File: src/rtl/branch_cond_unit_pkg.sv
// -----------------------------------------------------------------------------
// branch_cond_unit_pkg
//   Shared types and constants for the branch condition unit and anything that
//   needs to decode the same condition codes (e.g. the instruction decoder).
//
//   ccc_e      : 3-bit branch condition code encoding
//   state_e    : branch resolution FSM states
//   br_req_t   : a branch request (condition + target) as held while waiting
//   FLUSH_CYCLES, PEND_MAX : flush window length and pending counter ceiling
// -----------------------------------------------------------------------------
package branch_cond_unit_pkg;

  localparam int unsigned ADDR_W       = 16;
  localparam int unsigned FLUSH_CYCLES = 2;
  localparam int unsigned PEND_MAX     = 3;
  localparam int unsigned PEND_W       = 2;
  localparam int unsigned FL_CNT_W     = (FLUSH_CYCLES > 1) ? $clog2(FLUSH_CYCLES) : 1;

  typedef enum logic [2:0] {
    CCC_NEQ    = 3'b000,  // Z=0
    CCC_EQ     = 3'b001,  // Z=1
    CCC_GT     = 3'b010,  // Z=0 & N=0
    CCC_LT     = 3'b011,  // N=1
    CCC_GTE    = 3'b100,  // Z=1 | (Z=0 & N=0)
    CCC_LTE    = 3'b101,  // N=1 | Z=1
    CCC_OVFL   = 3'b110,  // V=1
    CCC_UNCOND = 3'b111   // always
  } ccc_e;

  typedef enum logic [1:0] {
    ST_IDLE  = 2'd0,
    ST_WAIT  = 2'd1,
    ST_FLUSH = 2'd2
  } state_e;

  typedef struct packed {
    ccc_e              ccc;
    logic [ADDR_W-1:0] target;
  } br_req_t;

endpackage

File: src/rtl/branch_cond_unit_cond_eval.sv
// -----------------------------------------------------------------------------
// cond_eval
//   Pure combinational branch condition evaluator. Kept as its own module so
//   the decoder can reuse exactly the same condition semantics.
//
//   ccc    in  : condition code
//   n/z/v  in  : flag values
//   taken  out : condition satisfied
// -----------------------------------------------------------------------------
module cond_eval
  import branch_cond_unit_pkg::*;
(
  input  ccc_e ccc,
  input  logic n_flag,
  input  logic z_flag,
  input  logic v_flag,
  output logic taken
);

  always_comb begin
    taken = 1'b0;
    case (ccc)
      CCC_NEQ:    taken = ~z_flag;
      CCC_EQ:     taken =  z_flag;
      CCC_GT:     taken = ~z_flag & ~n_flag;
      CCC_LT:     taken =  n_flag;
      CCC_GTE:    taken =  z_flag | (~z_flag & ~n_flag);
      CCC_LTE:    taken =  n_flag | z_flag;
      CCC_OVFL:   taken =  v_flag;
      CCC_UNCOND: taken =  1'b1;
      default:    taken =  1'b0;
    endcase
  end

endmodule

File: src/rtl/branch_cond_unit.sv
// -----------------------------------------------------------------------------
// branch_cond_unit
//   Resolves conditional branches against the flag register. A branch can only
//   be resolved once no flag-setting instruction is in flight; until then the
//   branch is latched and upstream is stalled. A taken branch produces a
//   one-cycle redirect pulse followed by a FLUSH_CYCLES-long flush/stall window.
//
//   clk, rst              : clock, async active-high reset
//   br_valid/ccc/target   : branch presented by upstream (ignored while stall)
//   flag_wr_issue/done    : flag writer entering the pipe / writing flags
//   N_flag, Z_flag, V_flag: live flag register values
//   stall                 : upstream must hold its branch
//   redirect_valid/pc     : one-cycle redirect pulse and target
//   flush                 : squash younger instructions
//   pend_err              : sticky pending-counter over/underflow
// -----------------------------------------------------------------------------
module branch_cond_unit
  import branch_cond_unit_pkg::*;
(
  input  logic              clk,
  input  logic              rst,
  input  logic              br_valid,
  input  logic [2:0]        br_ccc,
  input  logic [ADDR_W-1:0] br_target,
  input  logic              flag_wr_issue,
  input  logic              flag_wr_done,
  input  logic              N_flag,
  input  logic              Z_flag,
  input  logic              V_flag,
  output logic              stall,
  output logic              redirect_valid,
  output logic [ADDR_W-1:0] redirect_pc,
  output logic              flush,
  output logic              pend_err
);

  state_e              state_q, state_d;
  br_req_t             lat_q, lat_d;
  br_req_t             cur_req, eval_req;
  logic [PEND_W-1:0]   pend_q, pend_d;
  logic                pend_err_q, pend_err_d;
  logic [FL_CNT_W-1:0] fl_cnt_q, fl_cnt_d;
  logic                redir_q, redir_d;
  logic [ADDR_W-1:0]   redir_pc_q, redir_pc_d;
  logic                pend_zero;
  logic                eval_taken;

  // ---------------------------------------------------------------------------
  // Condition evaluation. In WAIT the latched condition is used, otherwise the
  // one on the input. Flags are always the live ones: resolution only happens
  // when nothing is pending, so the live flags are the architectural ones.
  // ---------------------------------------------------------------------------
  always_comb begin
    cur_req        = '0;
    cur_req.ccc    = ccc_e'(br_ccc);
    cur_req.target = br_target;
  end

  assign eval_req  = (state_q == ST_WAIT) ? lat_q : cur_req;
  assign pend_zero = (pend_q == '0);

  cond_eval u_cond_eval (
    .ccc    (eval_req.ccc),
    .n_flag (N_flag),
    .z_flag (Z_flag),
    .v_flag (V_flag),
    .taken  (eval_taken)
  );

  // ---------------------------------------------------------------------------
  // Pending flag-writer counter. Runs every cycle regardless of FSM state.
  // Saturates at PEND_MAX and floors at 0; either clamp raises the sticky error.
  // ---------------------------------------------------------------------------
  always_comb begin
    pend_d     = pend_q;
    pend_err_d = pend_err_q;
    case ({flag_wr_issue, flag_wr_done})
      2'b10: begin
        if (pend_q == PEND_W'(PEND_MAX)) pend_err_d = 1'b1;
        else                             pend_d     = pend_q + PEND_W'(1);
      end
      2'b01: begin
        if (pend_zero) pend_err_d = 1'b1;
        else           pend_d     = pend_q - PEND_W'(1);
      end
      default: ;
    endcase
  end

  // ---------------------------------------------------------------------------
  // Branch FSM. Decisions use the registered counter, so a done arriving in the
  // same cycle as a branch still forces WAIT; resolution happens the cycle after
  // the counter has actually reached zero.
  // ---------------------------------------------------------------------------
  always_comb begin
    state_d    = state_q;
    lat_d      = lat_q;
    fl_cnt_d   = fl_cnt_q;
    redir_d    = 1'b0;
    redir_pc_d = redir_pc_q;
    case (state_q)
      ST_IDLE: begin
        if (br_valid) begin
          if (pend_zero) begin
            if (eval_taken) begin
              state_d    = ST_FLUSH;
              redir_d    = 1'b1;
              redir_pc_d = cur_req.target;
              fl_cnt_d   = FL_CNT_W'(FLUSH_CYCLES - 1);
            end
          end else begin
            state_d = ST_WAIT;
            lat_d   = cur_req;
          end
        end
      end
      ST_WAIT: begin
        if (pend_zero) begin
          if (eval_taken) begin
            state_d    = ST_FLUSH;
            redir_d    = 1'b1;
            redir_pc_d = lat_q.target;
            fl_cnt_d   = FL_CNT_W'(FLUSH_CYCLES - 1);
          end else begin
            state_d = ST_IDLE;
          end
        end
      end
      ST_FLUSH: begin
        // First FLUSH cycle coincides with the redirect pulse.
        if (fl_cnt_q == '0) state_d  = ST_IDLE;
        else                fl_cnt_d = fl_cnt_q - FL_CNT_W'(1);
      end
      default: state_d = ST_IDLE;
    endcase
  end

  always_ff @(posedge clk or posedge rst) begin
    if (rst) begin
      state_q    <= ST_IDLE;
      lat_q      <= '0;
      pend_q     <= '0;
      pend_err_q <= 1'b0;
      fl_cnt_q   <= '0;
      redir_q    <= 1'b0;
      redir_pc_q <= '0;
    end else begin
      state_q    <= state_d;
      lat_q      <= lat_d;
      pend_q     <= pend_d;
      pend_err_q <= pend_err_d;
      fl_cnt_q   <= fl_cnt_d;
      redir_q    <= redir_d;
      redir_pc_q <= redir_pc_d;
    end
  end

  // Outputs decode straight from registered state, so reset clears them at once.
  assign stall          = (state_q != ST_IDLE);
  assign flush          = (state_q == ST_FLUSH);
  assign redirect_valid = redir_q;
  assign redirect_pc    = redir_pc_q;
  assign pend_err       = pend_err_q;

endmodule
File: config.mk
export PLATFORM = sky130hd
export DESIGN_NAME = branch_cond_unit
export DESIGN_NICKNAME = d
export VERILOG_FILES = /design/src/rtl/branch_cond_unit_pkg.sv /design/src/rtl/branch_cond_unit_cond_eval.sv /design/src/rtl/branch_cond_unit.sv
export SDC_FILE = /design/constraint.sdc
export NUM_CORES = 1
export LEC_CHECK = 0
export CORE_MARGIN = 1
export CORE_UTILIZATION = 25
export DETAILED_ROUTE_END_ITERATION = 12
export SETUP_SLACK_MARGIN = 0.05
export SYNTH_ARGS = -nofsm -noshare
export SYNTH_HDL_FRONTEND = slang
export SYNTH_SLANG_ARGS = --single-unit
File: constraint.sdc
create_clock -name clk -period 3.1 [get_ports clk]
set_input_delay 0.465 -clock clk [delete_from_list [all_inputs] [get_ports clk]]
set_output_delay 0.465 -clock clk [all_outputs]
set_load 0.01 [all_outputs]
# == Yosys cells after proc, flatten, opt, wreduce, memory -nomap -nowiden ==
# Cells that the tools add are included.
# totals
register_bits,42
in_bits,27
output_inout_bits,20
wordCells,83
# op_classes
addsub,3
n_eq_ne,23
muxes,30
bitwise_logic,6
reduce_logical,13
# op_table
op,n
$mux 16,5
$pmux 16 s2,1
$ne 2x2->1 const B,10
$mux 19,1
$mux 2,8
$eq 3x3->1 const B,4
$mux 1,9
$reduce_and 3->1,3
$pmux 1 s8,1
$eq 2x2->1 const B,3
$eq 3x2->1 const B,2
$pmux 2 s3,1
$reduce_and 6->1,1
$reduce_bool 2->1,3
$eq 2x1->1 const B,2
$logic_not 2->1,2
$pmux 1 s2,2
$pmux 2 s2,1
$reduce_and 4->1,1
$eq 3x1->1 const B,1
$logic_not 3->1,1
$ne 3x3->1 const B,1
$not 1->1,3
$pmux 1 s3,1
7 further kinds,8

# == Longest topological paths before layout ==
# Gate-level depths: netlist of run 1.
# logic_depth
word_depth,8
mapped_depth,8
ltp_nobuf,6

# == By module ==
# A second synthesis of run 1 with hierarchy kept.
# unflattened
hier_cells,140
hier_area_um2,1959.4
# modules_own_cells
mod,instances,cells_each,area_each_um2,seq_area_each_um2
branch_cond_unit,1,129,1883.1,1051.0
cond_eval,1,11,76.3,0.0

# == Worst setup path before layout of run 1 ==
# OpenSTA, ideal clock, no wires.
# synth_timing
path_type,register to register
startpoint,register state_q[0]
endpoint,"register redir_pc_q[0], in the netlist redirect_pc[0]"
setup_ns,0.125
arrival_time_ns,2.083
required_ns,2.975
setup_slack_ns,0.892
path_stages_with_launch,9
n_path_buf,2
period_less_slack_ns,2.208
path_cell_list,dfrtp_1 > nor2b_1 > buf_6 > mux2_4 > a211oi_2 > a311oi_2 > o21ai_4 > buf_12 > mux2_4
# synth_between
elab_chain_len,6
elab_cells_between_ends,20
cone_classes,eq/ne: 13; mux: 3; reduce/logical: 4
# synth_lines
element,line_no,text
start: declaration,branch_cond_unit.sv:37,"state_e state_q, state_d;"
start signal: assignment,branch_cond_unit.sv:148,state_q <= state_d;
$eq 2x1->1,"branch_cond_unit.sv:59, branch_cond_unit.sv:101",
$mux 19,branch_cond_unit.sv:59,assign eval_req = (state_q == ST_WAIT) ? lat_q : cur_req;
"$eq 3x3->1, or another cell as far along",branch_cond_unit_cond_eval.sv:22,case (ccc)
$pmux 1 s8,branch_cond_unit_cond_eval.sv:22,
$ne 2x2->1 (no source line),n/a,
$reduce_and 6->1 (no source line),n/a,
end signal: assignment,branch_cond_unit.sv:154,redir_pc_q <= redir_pc_d;
end: declaration,branch_cond_unit.sv:44,"logic [ADDR_W-1:0] redir_pc_q, redir_pc_d;"
# Parallel ways exist; a longest one is shown, timed or not.
# A chain may end at the register's enable or synchronous reset.

# == Worst setup path in the final report of run 1 ==
# layout_timing
startpoint,register state_q[0]
endpoint,"register redir_pc_q[10], in the netlist redirect_pc[10]"
# Same word-level chain as after synthesis.

==> results.tsv, run 1 <==
stage	metric	value	unit
drt	first_pass_iters	4	
clock_network	holdBufCountCts	0	
placement	io_buffer_count	46	
flow_run	drv_cap	0	
drt	routedWlPerCell	12.3	microns
worst_setup_path	crit_fanout	19	
synth	ys_ff_latch	42	
global_routing	grt_overflow	0	
finish	area_growth	31.6	%
finish	fin_cells	337	
worst_setup_path	cp_cell_sequence	nor2b_2, mux2_4, a211oi_2, a311oi_2, o21ai_4, mux2_2	
worst_setup_path	critPathMaxStageDelay	0.62	ns
worst_setup_path	crit_family	compound AO/OA/AOI/OAI gates	
finish	n_antenna_cell	0	
die	die_x	92.7	microns
clock_network	cts_root_buf	clkbuf_8	
global_routing	grt_pass1_wl	7090	microns
synth	synth_xor_area_frac	0.00426	
finish	final_cell_mix	nand2_1 (54), clkdlybuf4s50_1 (46), dfrtp_1 (42)	
worst_setup_path	crit_buf_inv	0	
timing	worst_slew_pin_slew	0.898	ns
timing	layout_setup_ws	0.628	ns
timing	finalCritPeriodShare	0.798	
synth	synth_top_family_by_area	multiplexers	
worst_setup_path	cp_slowest_cell	o21ai_4	
clock_network	postCtsSetupBuffers	0	
power_and_ir_drop	irDropWorstVdd	381	uV
power_and_ir_drop	cellLeakagePower	1.23	nW
global_routing	track_usage	0.107	
die	ios	47	
finish	drive_gt1_frac	0.230	
die	fp.coreArea	0.00785	sq mm
drt	vias_per_cell	4.31	
placement	gp_congestion	0.776	
clock_network	insertion_delay	0.29	ns
worst_setup_path	cp-start-kind	flip-flop	
clock_network	tritoncts.num_buffers	5	
placement	place_ws	0.392	ns
synth	synthSimpleGateAreaFrac	0.147	
finish	final_nets	263	
synth	synth_fa_ha_area_frac	0.0122	
global_routing	antenna_found_initial	0	
clock_network	cts.sinks	42	
finish	layout_commonest_cell	nand2_1	
drt	dr_total_vias	1452	
timing	fmax	404	MHz
clock_network	cts_resized	0	
clock_network	cts-htree-levels	2	
die	die_y	92.7	microns
drt	ant_nets	0	
timing	slew_viol_final	0	
clock_network	cts_tree	yes	
synth	synthMuxAreaShare	0.217	
worst_setup_path	arrival	2.65	ns
worst_setup_path	crit_required	3.27	ns
timing	hold_ws	0.480	ns
timing	hold_viol_final	0	
clock_network	clk_pin_slew_worst_paths	0.08	ns
placement	dpl.hpwl	2850	microns
die	initial_utilization	0.262	
synth	ys_types	31	
drt	drcViolationCount	0	
die	rows	32	
hold_path	worstHoldPathType	reg2reg	
worst_setup_path	critPathCaptureType	flip-flop	
run_status	status	finished, final reports clean	
synth	syn-num-nets	215	
die	die_area	0.00859	sq mm
worst_setup_path	crit_type	reg2reg	
timing	period_minus_slack	2.47	ns
placement	placed_cells	329	
power_and_ir_drop	total_power	2.54	mW
global_routing	grt_pass1_vias	1489	
power_and_ir_drop	p_per_area	937	mW/mm^2
global_routing	grt_max_degree	43	
synth	synth_area	0.00206	sq mm
synth	synth_compound_gate_area_share	0.0700	
drt	detail_route.iter0.violations	67	
timing	fin_tns_setup	0	ns
timing	grt_setup_unrepaired	false	
synth	syn_area_per_cell	11.1	sq um
synth	synth-seq-area-share	0.511	
clock_network	ctsLongestPathBuffers	2	
synth	yosys_warnings	0	
timing	setup-violations-final	0	
timing	slew_headroom	0.401	
drt	routed_wl	4130	microns
timing	clock_skew	0.00352	ns
synth	netlist_instances	186	
[area by class of cell]
| class | count | area, sq um |
|---|---|---|
| Inverter | 7 | 26.3 |
| Clock buffer | 7 | 86.3 |
| Multi-Input combinational cell | 129 | 927 |
| Tap cell | 102 | 128 |
| Fill cell | 829 | 5140 |
| Clock inverter | 1 | 5.00 |
| Timing Repair Buffer | 49 | 483 |
| Sequential cell | 42 | 1050 |
[worst register-to-register path, stage by stage, from the launching register on]
cell and delay [ns]:
dfrtp_1 0.45, nor2b_2 0.22, mux2_4 0.34, a211oi_2 0.24
a311oi_2 0.08, o21ai_4 0.62, mux2_2 0.41
[through the flow]
step | cell area [sq um] | util
finish | 2710 | 0.345
global route | 2710 | 0.345
CTS | 2710 | 0.345
detailed placement | 2620 | 0.333
global placement | 2620 | 0.333
floorplan | 2060 | -
[cells by family after synthesis]
family / Yosys count
AND/OR/NAND/NOR: 71
flip-flops: 42
multiplexers: 37
AO/OA/AOI/OAI: 18
buffers and inverters: 15
adder cells (fa/ha/maj): 2
XOR/XNOR: 1
[worst paths after layout]
path	start	to	slack, ns	cells past startpoint
hold reg to reg	pend_err$_DFFE_PP0P_	pend_err$_DFFE_PP0P_	0.48	1
setup / recovery	state_q[0]$_DFFE_PP0P_	redirect_pc[10]$_DFFE_PP0P_	0.63	6
setup reg to reg	state_q[0]$_DFFE_PP0P_	redirect_pc[10]$_DFFE_PP0P_	0.63	6
hold / removal	pend_err$_DFFE_PP0P_	pend_err$_DFFE_PP0P_	0.48	1
max in group asynchronous	rst	lat_q[6]$_DFFE_PP0P_	1.85	2
min in group asynchronous	rst	redirect_pc[14]$_DFFE_PP0P_	0.69	2
[power breakdown]
part	total, mW	internal [mW]	switching [mW]
logic	1.18	0.689	0.492
clock network	0.362	0.180	0.182
registers	0.991	0.819	0.172
[flip-flops by register name (all words and copies together), names as in the netlist]
register        flops
lat_q              19
redirect_pc        16
pend_q              2
state_q             2
fl_cnt_q            1
pend_err            1
redirect_valid      1
[synth_stat cells (all sizes together)]
cell type / count / share of area
nand2: 54 / 0.099
dfrtp: 42 / 0.51
mux2: 36 / 0.21
inv: 7 / 0.013
clkbuf: 6 / 0.011
nor2: 6 / 0.011
o21ai: 6 / 0.020
a211oi: 3 / 0.016
a21oi: 3 / 0.0073
nand2b: 3 / 0.0091
buf: 2 / 0.015
ha: 2 / 0.012
nor3: 2 / 0.0049
a22o: 1 / 0.0043
a311oi: 1 / 0.0073
and2b: 1 / 0.0037
mux2i: 1 / 0.0049
nand3b: 1 / 0.0037
nor2b: 1 / 0.0030
o211ai: 1 / 0.0037
o21bai: 1 / 0.0037
o22a: 1 / 0.0043
o31ai: 1 / 0.0037
or2: 1 / 0.0030
or3b: 1 / 0.0043
or4bb: 1 / 0.0055
xor2: 1 / 0.0043
[metal layers]
layer  track usage  share of wire  routed length, microns
met5             0              0                       0
met4        0.0397         0.0070                      29
met3        0.0304          0.047                     195
met2         0.172           0.47                    1950
met1         0.135           0.47                    1960
(Power assumes the default switching activity.)
==> inputs of run 2 (changes only) <==
==> constraint.sdc (replaced) <==
create_clock -name clk -period 2 [get_ports clk]
set_input_delay 0.3 -clock clk [delete_from_list [all_inputs] [get_ports clk]]
set_output_delay 0.3 -clock clk [all_outputs]
set_load 0.01 [all_outputs]
==> run 2 against run 1 <==
The run now ends with negative setup slack left. Worst setup slack got worse by 0.71 ns. Sequential power is 54% higher. Via count is 3.0% higher. Clock power rose by 91%. Cell area up 6.6%. Count of clock-buffer cells in the layout decreased by 1. Sequential cell count did not move. Non-clock buffer count is 13 higher. Die area is the same. Utilization grew 2.3 points. First-iteration DRC count down 40%. Cell count increased by 3.6%. Critical path type unchanged.
==> results.tsv, run 2 (synthesis results as in run 1) <==
stage	metric	value	unit	change
clock_network	cts.sinks	42		unchanged
global_routing	grt_pass1_vias	1521		was 1,489
die	die_area	0.00859	sq mm	unchanged
drt	first_pass_iters	4		unchanged
drt	routedWlPerCell	12.8	microns	was 12.3 microns
worst_setup_path	crit_type	reg2reg		unchanged
clock_network	tritoncts.num_buffers	5		unchanged
worst_setup_path	critPathMaxStageDelay	0.49	ns	was 0.62 ns
finish	regMostFlops	lat_q		unchanged
power_and_ir_drop	p_comb_frac	0.483		was 0.466
global_routing	grt_overflow	0		unchanged
timing	worst_slew_pin_slew	0.471	ns	was 0.898 ns
power_and_ir_drop	switchingPower	1.40	mW	was 847 uW
flow_run	drv_cap	0		unchanged
worst_setup_path	critPathCaptureType	flip-flop		unchanged
drt	vias_per_cell	4.28		was 4.31
global_routing	grt_max_degree	23		was 43
clock_network	cts_tree	yes		unchanged
timing	hold_ws	0.330	ns	was 0.480 ns
die	fp.coreArea	0.00785	sq mm	unchanged
die	initial_utilization	0.262		unchanged
die	rows	32		unchanged
power_and_ir_drop	switching_share	0.325		was 0.334
drt	detail_route.iter0.violations	40		was 67
clock_network	holdBufCountCts	0		unchanged
timing	setup-violations-final	16		was 0
placement	io_buffer_count	46		unchanged
drt	routed_wl	4480	microns	was 4130 microns
power_and_ir_drop	seqPwrFrac	0.356		was 0.391
timing	period_minus_slack	2.08	ns	was 2.47 ns
drt	met3_length	180	microns	was 195 microns
placement	gp_congestion	0.807		was 0.776
worst_setup_path	crit_fanout	12		was 19
clock_network	clk_pin_slew_worst_paths	0.08	ns	about the same
drt	top_layer	met4		unchanged
clock_network	ctsLongestPathBuffers	2		unchanged
finish	area_growth	40.4	%	was 31.6%
hold_path	worstHoldPathType	in2async		was reg2reg
timing	fin_tns_setup	-0.936	ns	was 0 ns
power_and_ir_drop	p_per_area	1490	mW/mm^2	was 937 mW/mm^2
drt	ant_nets	0		unchanged
drt	met2_length	1990	microns	was 1950 microns
clock_network	insertion_delay	0.29	ns	about the same
finish	drive_gt1_frac	0.279		was 0.230
timing	layout_setup_ws	-0.0810	ns	was 0.628 ns
run_status	violations	negative setup slack		
global_routing	grt_pass1_wl	7390	microns	was 7090 microns
timing	slew_viol_final	0		unchanged
power_and_ir_drop	power.clock.fraction	0.161		was 0.143
global_routing	antenna_found_initial	0		unchanged
finish	final_nets	276		was 263
finish	layout_commonest_cell	nand2_1		unchanged
timing	fmax	481	MHz	was 404 MHz
global_routing	track_usage	0.111		was 0.107
timing	clock_skew	0.00539	ns	was 0.00352 ns
clock_network	cts_root_buf	clkbuf_8		unchanged
drt	dr_total_vias	1495		was 1,452
timing	finalCritPeriodShare	1.04		was 0.798
finish	n_antenna_cell	0		unchanged
timing	grt_setup_unrepaired	true		was false
worst_setup_path	cp-start-kind	flip-flop		unchanged
die	die_y	92.7	microns	unchanged
die	die_x	92.7	microns	unchanged
drt	drcViolationCount	0		unchanged
finish	largest_reg_flops	19		unchanged
run_status	status	finished, violations left		was finished, final reports clean
power_and_ir_drop	irDropWorstVdd	699	uV	was 381 uV
power_and_ir_drop	total_power	4.30	mW	was 2.54 mW
clock_network	cts-htree-levels	2		unchanged
worst_setup_path	cp_cell_sequence	or4bb_1, o21ai_1, a22o_1, a311oi_2, o21ai_4, buf_12, mux2_2		was nor2b_2, mux2_4, a211oi_2, a311oi_2, o21ai_4, mux2_2
drt	met1Wirelength	2220	microns	was 1960 microns
worst_setup_path	crit_required	2.18	ns	was 3.27 ns
finish	final_cell_mix	nand2_1 (54), clkdlybuf4s50_1 (45), dfrtp_1 (41)		was nand2_1 (54), clkdlybuf4s50_1 (46), dfrtp_1 (42)
die	ios	47		unchanged
timing	hold_viol_final	0		unchanged
timing	slew_headroom	0.686		was 0.401
power_and_ir_drop	p_int	2.90	mW	was 1.69 mW
placement	dpl.hpwl	3110	microns	was 2850 microns
worst_setup_path	arrival	2.26	ns	was 2.65 ns
power_and_ir_drop	cellLeakagePower	1.34	nW	was 1.23 nW
worst_setup_path	cp_slowest_cell	or4bb_1		was o21ai_4
worst_setup_path	worst_r2r_path_depth	7		was 6
run 2: cell count changes in the layout (fill, tap and decap cells not counted), moves of 2 or more:
cell and delta:
mux2_2 -6, mux2_4 +6, buf_4 +10, buf_12 +2
run 2: per-stage QoR:
step                cells  setup slack, ns   util  cell area, sq um
floorplan             186           -0.132      -              2060
global route          349           -0.175  0.368              2890
CTS                   349          -0.0937  0.368              2880
global placement      342           -0.304  0.349              2740
detailed placement    342           -0.319  0.349              2740
finish                349          -0.0810  0.368              2890
run 2: cell type report:
cell class / count / area [sq um]
clock inverters: 1 / 30.0
flip-flops and latches: 42 / 1050
clock buffers: 6 / 82.6
multi-input cells: 129 / 958
repair buffers: 62 / 608
inverters: 7 / 26.3
fillers: 765 / 4960
well taps: 102 / 128
run 2: power groups by stage:
stage | sequential [mW] | combinational [mW] | clock, mW
floorplan | 1.55 | 1.22 | 0
global placement | 1.53 | 1.99 | 0
detailed placement | 1.55 | 2.03 | 0
CTS | 1.54 | 2.10 | 0.716
global route | 1.59 | 2.26 | 0.758
finish | 1.53 | 2.08 | 0.693
run 2: worst max-delay path: cells and delay by family, from the launching register on:
family / cells / cell delay, ns
AO/OA/AOI/OAI: 4 / 0.52
multiplexers: 1 / 0.33
AND/OR/NAND/NOR: 1 / 0.49
flip-flops: 1 / 0.45
buffers and inverters: 1 / 0.17
run 2: path summary, 6_finish.rpt:
| check | start | end | slack [ns] |
|---|---|---|---|
| max | state_q[1]$_DFFE_PP0P_ | redirect_pc[8]$_DFFE_PP0P_ | -0.08 |
| min | rst | lat_q[13]$_DFFE_PP0P_ | 0.33 |
| max reg2reg | state_q[1]$_DFFE_PP0P_ | redirect_pc[8]$_DFFE_PP0P_ | -0.08 |
| min reg2reg | fl_cnt_q$_DFFE_PP0P_ | state_q[1]$_DFFE_PP0P_ | 0.48 |
| max in group asynchronous | rst | state_q[1]$_DFFE_PP0P_ | 1.17 |
| min in group clk | fl_cnt_q$_DFFE_PP0P_ | state_q[1]$_DFFE_PP0P_ | 0.48 |
run 2: routing by layer:
metal | track usage | vias to the layer above
met5 | 0 | -
met4 | 0.0462 | 0
met3 | 0.0238 | 9
met2 | 0.175 | 37
met1 | 0.146 | 708
li1 | - | 741
run 2: repair_timing:
action / in CTS / in global routing
setup endpoints to repair: 17 / 18
gates resized for setup: 10 / 1
setup buffers: 0 / 0
==> inputs of run 3 (changes only) <==
==> constraint.sdc (replaced) <==
create_clock -name clk -period 2.4 [get_ports clk]
set_input_delay 0.36 -clock clk [delete_from_list [all_inputs] [get_ports clk]]
set_output_delay 0.36 -clock clk [all_outputs]
set_load 0.01 [all_outputs]
==> run 3 against run 2 <==
The flow now finishes without violations. Combinational power fell by 22%. Sequential power fell by 16%. Die area did not move. Count of clock-buffer cells in the layout fell by 1. Fmax fell by 4.8%. Total power fell by 21%. Critical path depth did not move. Non-clock buffer count fell by 6.
==> results.tsv, run 3 (synthesis results as in run 1) <==
stage	metric	value	unit	change
clock_network	insertion_delay	0.30	ns	was 0.29 ns
placement	dpl-instance-area	0.00268	sq mm	was 0.00274 sq mm
finish	final_nets	270		was 276
finish	area_growth	35.6	%	was 40.4%
worst_setup_path	critPathCaptureType	flip-flop		unchanged
worst_setup_path	cp_cell_sequence	nor2b_4, mux2_4, a211oi_2, a311oi_4, o21ai_4, buf_12, mux2_2		was or4bb_1, o21ai_1, a22o_1, a311oi_2, o21ai_4, buf_12, mux2_2
clock_network	holdBufCountCts	0		unchanged
die	die_y	92.7	microns	unchanged
drt	drcViolationCount	0		unchanged
timing	layout_setup_ws	0.213	ns	was -0.0810 ns
finish	final_cell_mix	nand2_1 (54), clkdlybuf4s50_1 (46), dfrtp_1 (41)		was nand2_1 (54), clkdlybuf4s50_1 (45), dfrtp_1 (41)
timing	slew_headroom	0.672		was 0.686
worst_setup_path	rrSetupSlack	0.21	ns	was -0.08 ns
clock_network	tritoncts.num_buffers	5		unchanged
die	ios	47		unchanged
drt	vias_per_cell	4.26		was 4.28
worst_setup_path	crit_buf_inv	1		unchanged
global_routing	grt_max_degree	24		was 23
timing	grt_setup_unrepaired	false		was true
timing	fmax	457	MHz	was 481 MHz
finish	layout_commonest_cell	nand2_1		unchanged
clock_network	cts_tree	yes		unchanged
clock_network	cts_root_buf	clkbuf_8		unchanged
global_routing	grt_pass1_wl	7220	microns	was 7390 microns
die	fp.coreArea	0.00785	sq mm	unchanged
worst_setup_path	cp_slowest_cell	dfrtp_1		was or4bb_1
timing	hold_viol_final	0		unchanged
timing	worst_slew_pin_slew	0.491	ns	was 0.471 ns
timing	clock_skew	0.00952	ns	was 0.00539 ns
die	die_x	92.7	microns	unchanged
power_and_ir_drop	total_power	3.38	mW	was 4.30 mW
drt	detail_route.iter0.violations	89		was 40
clock_network	clk_pin_slew_worst_paths	0.09	ns	was 0.08 ns
global_routing	grt_overflow	0		unchanged
timing	finalCritPeriodShare	0.911		was 1.04
power_and_ir_drop	p_comb_frac	0.481		was 0.483
die	rows	32		unchanged
placement	gp_congestion	0.872		was 0.807
clock_network	ctsLongestPathBuffers	2		unchanged
hold_path	worstHoldPathType	in2async		unchanged
clock_network	cts.sinks	42		unchanged
clock_network	cts-htree-levels	2		unchanged
finish	largest_reg_flops	19		unchanged
worst_setup_path	crit_type	reg2reg		unchanged
global_routing	antenna_found_initial	0		unchanged
power_and_ir_drop	seqPwrFrac	0.382		was 0.356
worst_setup_path	critPathMaxStageDelay	0.45	ns	was 0.49 ns
timing	hold_ws	0.396	ns	was 0.330 ns
placement	io_buffer_count	46		unchanged
finish	post-route-util	0.355		was 0.368
timing	period_minus_slack	2.19	ns	was 2.08 ns
timing	slew_viol_final	0		unchanged
finish	design_area	0.00279	sq mm	was 0.00289 sq mm
run_status	status	finished, final reports clean		was finished, violations left
worst_setup_path	crit_fanout	13		was 12
finish	n_antenna_cell	0		unchanged
placement	dpl.hpwl	3100	microns	was 3110 microns
drt	routed_wl	4310	microns	was 4480 microns
power_and_ir_drop	cellLeakagePower	1.27	nW	was 1.34 nW
finish	regMostFlops	lat_q		unchanged
power_and_ir_drop	switchingPower	1.16	mW	was 1.40 mW
die	die_area	0.00859	sq mm	unchanged
timing	setup-violations-final	0		was 16
power_and_ir_drop	power.clock.fraction	0.137		was 0.161
global_routing	grt_pass1_vias	1550		was 1,521
flow_run	drv_cap	0		unchanged
drt	dr_total_vias	1465		was 1,495
global_routing	track_usage	0.111		about the same
power_and_ir_drop	irDropWorstVdd	445	uV	was 699 uV
worst_setup_path	crit_required	2.58	ns	was 2.18 ns
drt	ant_nets	0		unchanged
power_and_ir_drop	switching_share	0.343		was 0.325
die	initial_utilization	0.262		unchanged
drt	routedWlPerCell	12.5	microns	was 12.8 microns
worst_setup_path	arrival	2.37	ns	was 2.26 ns
worst_setup_path	cp-start-kind	flip-flop		unchanged
power_and_ir_drop	p_int	2.22	mW	was 2.90 mW
drt	first_pass_iters	4		unchanged
worst_setup_path	crit_family	multiplexers		was compound AO/OA/AOI/OAI gates
finish	drive_gt1_frac	0.260		was 0.279
placement	place_ws	-0.0226	ns	was -0.319 ns
power_and_ir_drop	p_per_area	1210	mW/mm^2	was 1490 mW/mm^2
## run 3: worst register-to-register path: stages (launching register included)
cell,delay [ns]
dfrtp_1,0.45
nor2b_4,0.17
mux2_4,0.34
a211oi_2,0.31
a311oi_4,0.08
o21ai_4,0.21
buf_12,0.17
mux2_2,0.34
## run 3: timing repair
action                     4_1_cts  5_1_grt
gates resized for setup          0        3
buffers inserted                 0        0
setup endpoints to repair        0       14
## run 3: cell type report
| type | count | area [sq um] |
|---|---|---|
| sequential | 42 | 1050 |
| clock buffer | 5 | 68.8 |
| tap | 102 | 128 |
| multi-input combinational | 129 | 943 |
| timing repair buffer | 56 | 548 |
| fill | 821 | 5060 |
| clock inverter | 3 | 21.3 |
| inverter | 7 | 26.3 |
## run 3: path summary, 6_finish.rpt
kind | startpoint | end | depth (start not counted)
worst min-delay path | rst | redirect_pc[10]$_DFFE_PP0P_ | 2
worst max-delay path | state_q[1]$_DFFE_PP0P_ | redirect_pc[7]$_DFFE_PP0P_ | 7
worst min register to register | pend_err$_DFFE_PP0P_ | pend_err$_DFFE_PP0P_ | 1
worst max register to register | state_q[1]$_DFFE_PP0P_ | redirect_pc[7]$_DFFE_PP0P_ | 7
min in group clk | pend_err$_DFFE_PP0P_ | pend_err$_DFFE_PP0P_ | 1
max in group asynchronous | rst | lat_q[8]$_DFFE_PP0P_ | 3
## run 3: power groups by stage
stage	Sequential (mW)	Clock [mW]	Combinational, mW
6_report	1.29	0.464	1.63
5_1_grt	1.34	0.511	1.78
4_1_cts	1.29	0.485	1.64
3_5_place_dp	1.30	0	1.63
3_3_place_gp	1.29	0	1.60
2_1_floorplan	1.29	0	1.01
## run 3: layer usage
metal | vias up | global-route usage | part of all wire
li1 | 726 | - | -
met1 | 702 | 0.137 | 0.49
met2 | 30 | 0.182 | 0.46
met3 | 7 | 0.0345 | 0.043
met4 | 0 | 0.0372 | 0.0084
met5 | - | 0 | 0
## run 3: metrics by stage
step / std cells / TNS (ns)
2_1_floorplan: 186 / 0
3_3_place_gp: 336 / 0
3_5_place_dp: 336 / -0.124
4_1_cts: 344 / 0
5_1_grt: 344 / 0
6_report: 344 / 0
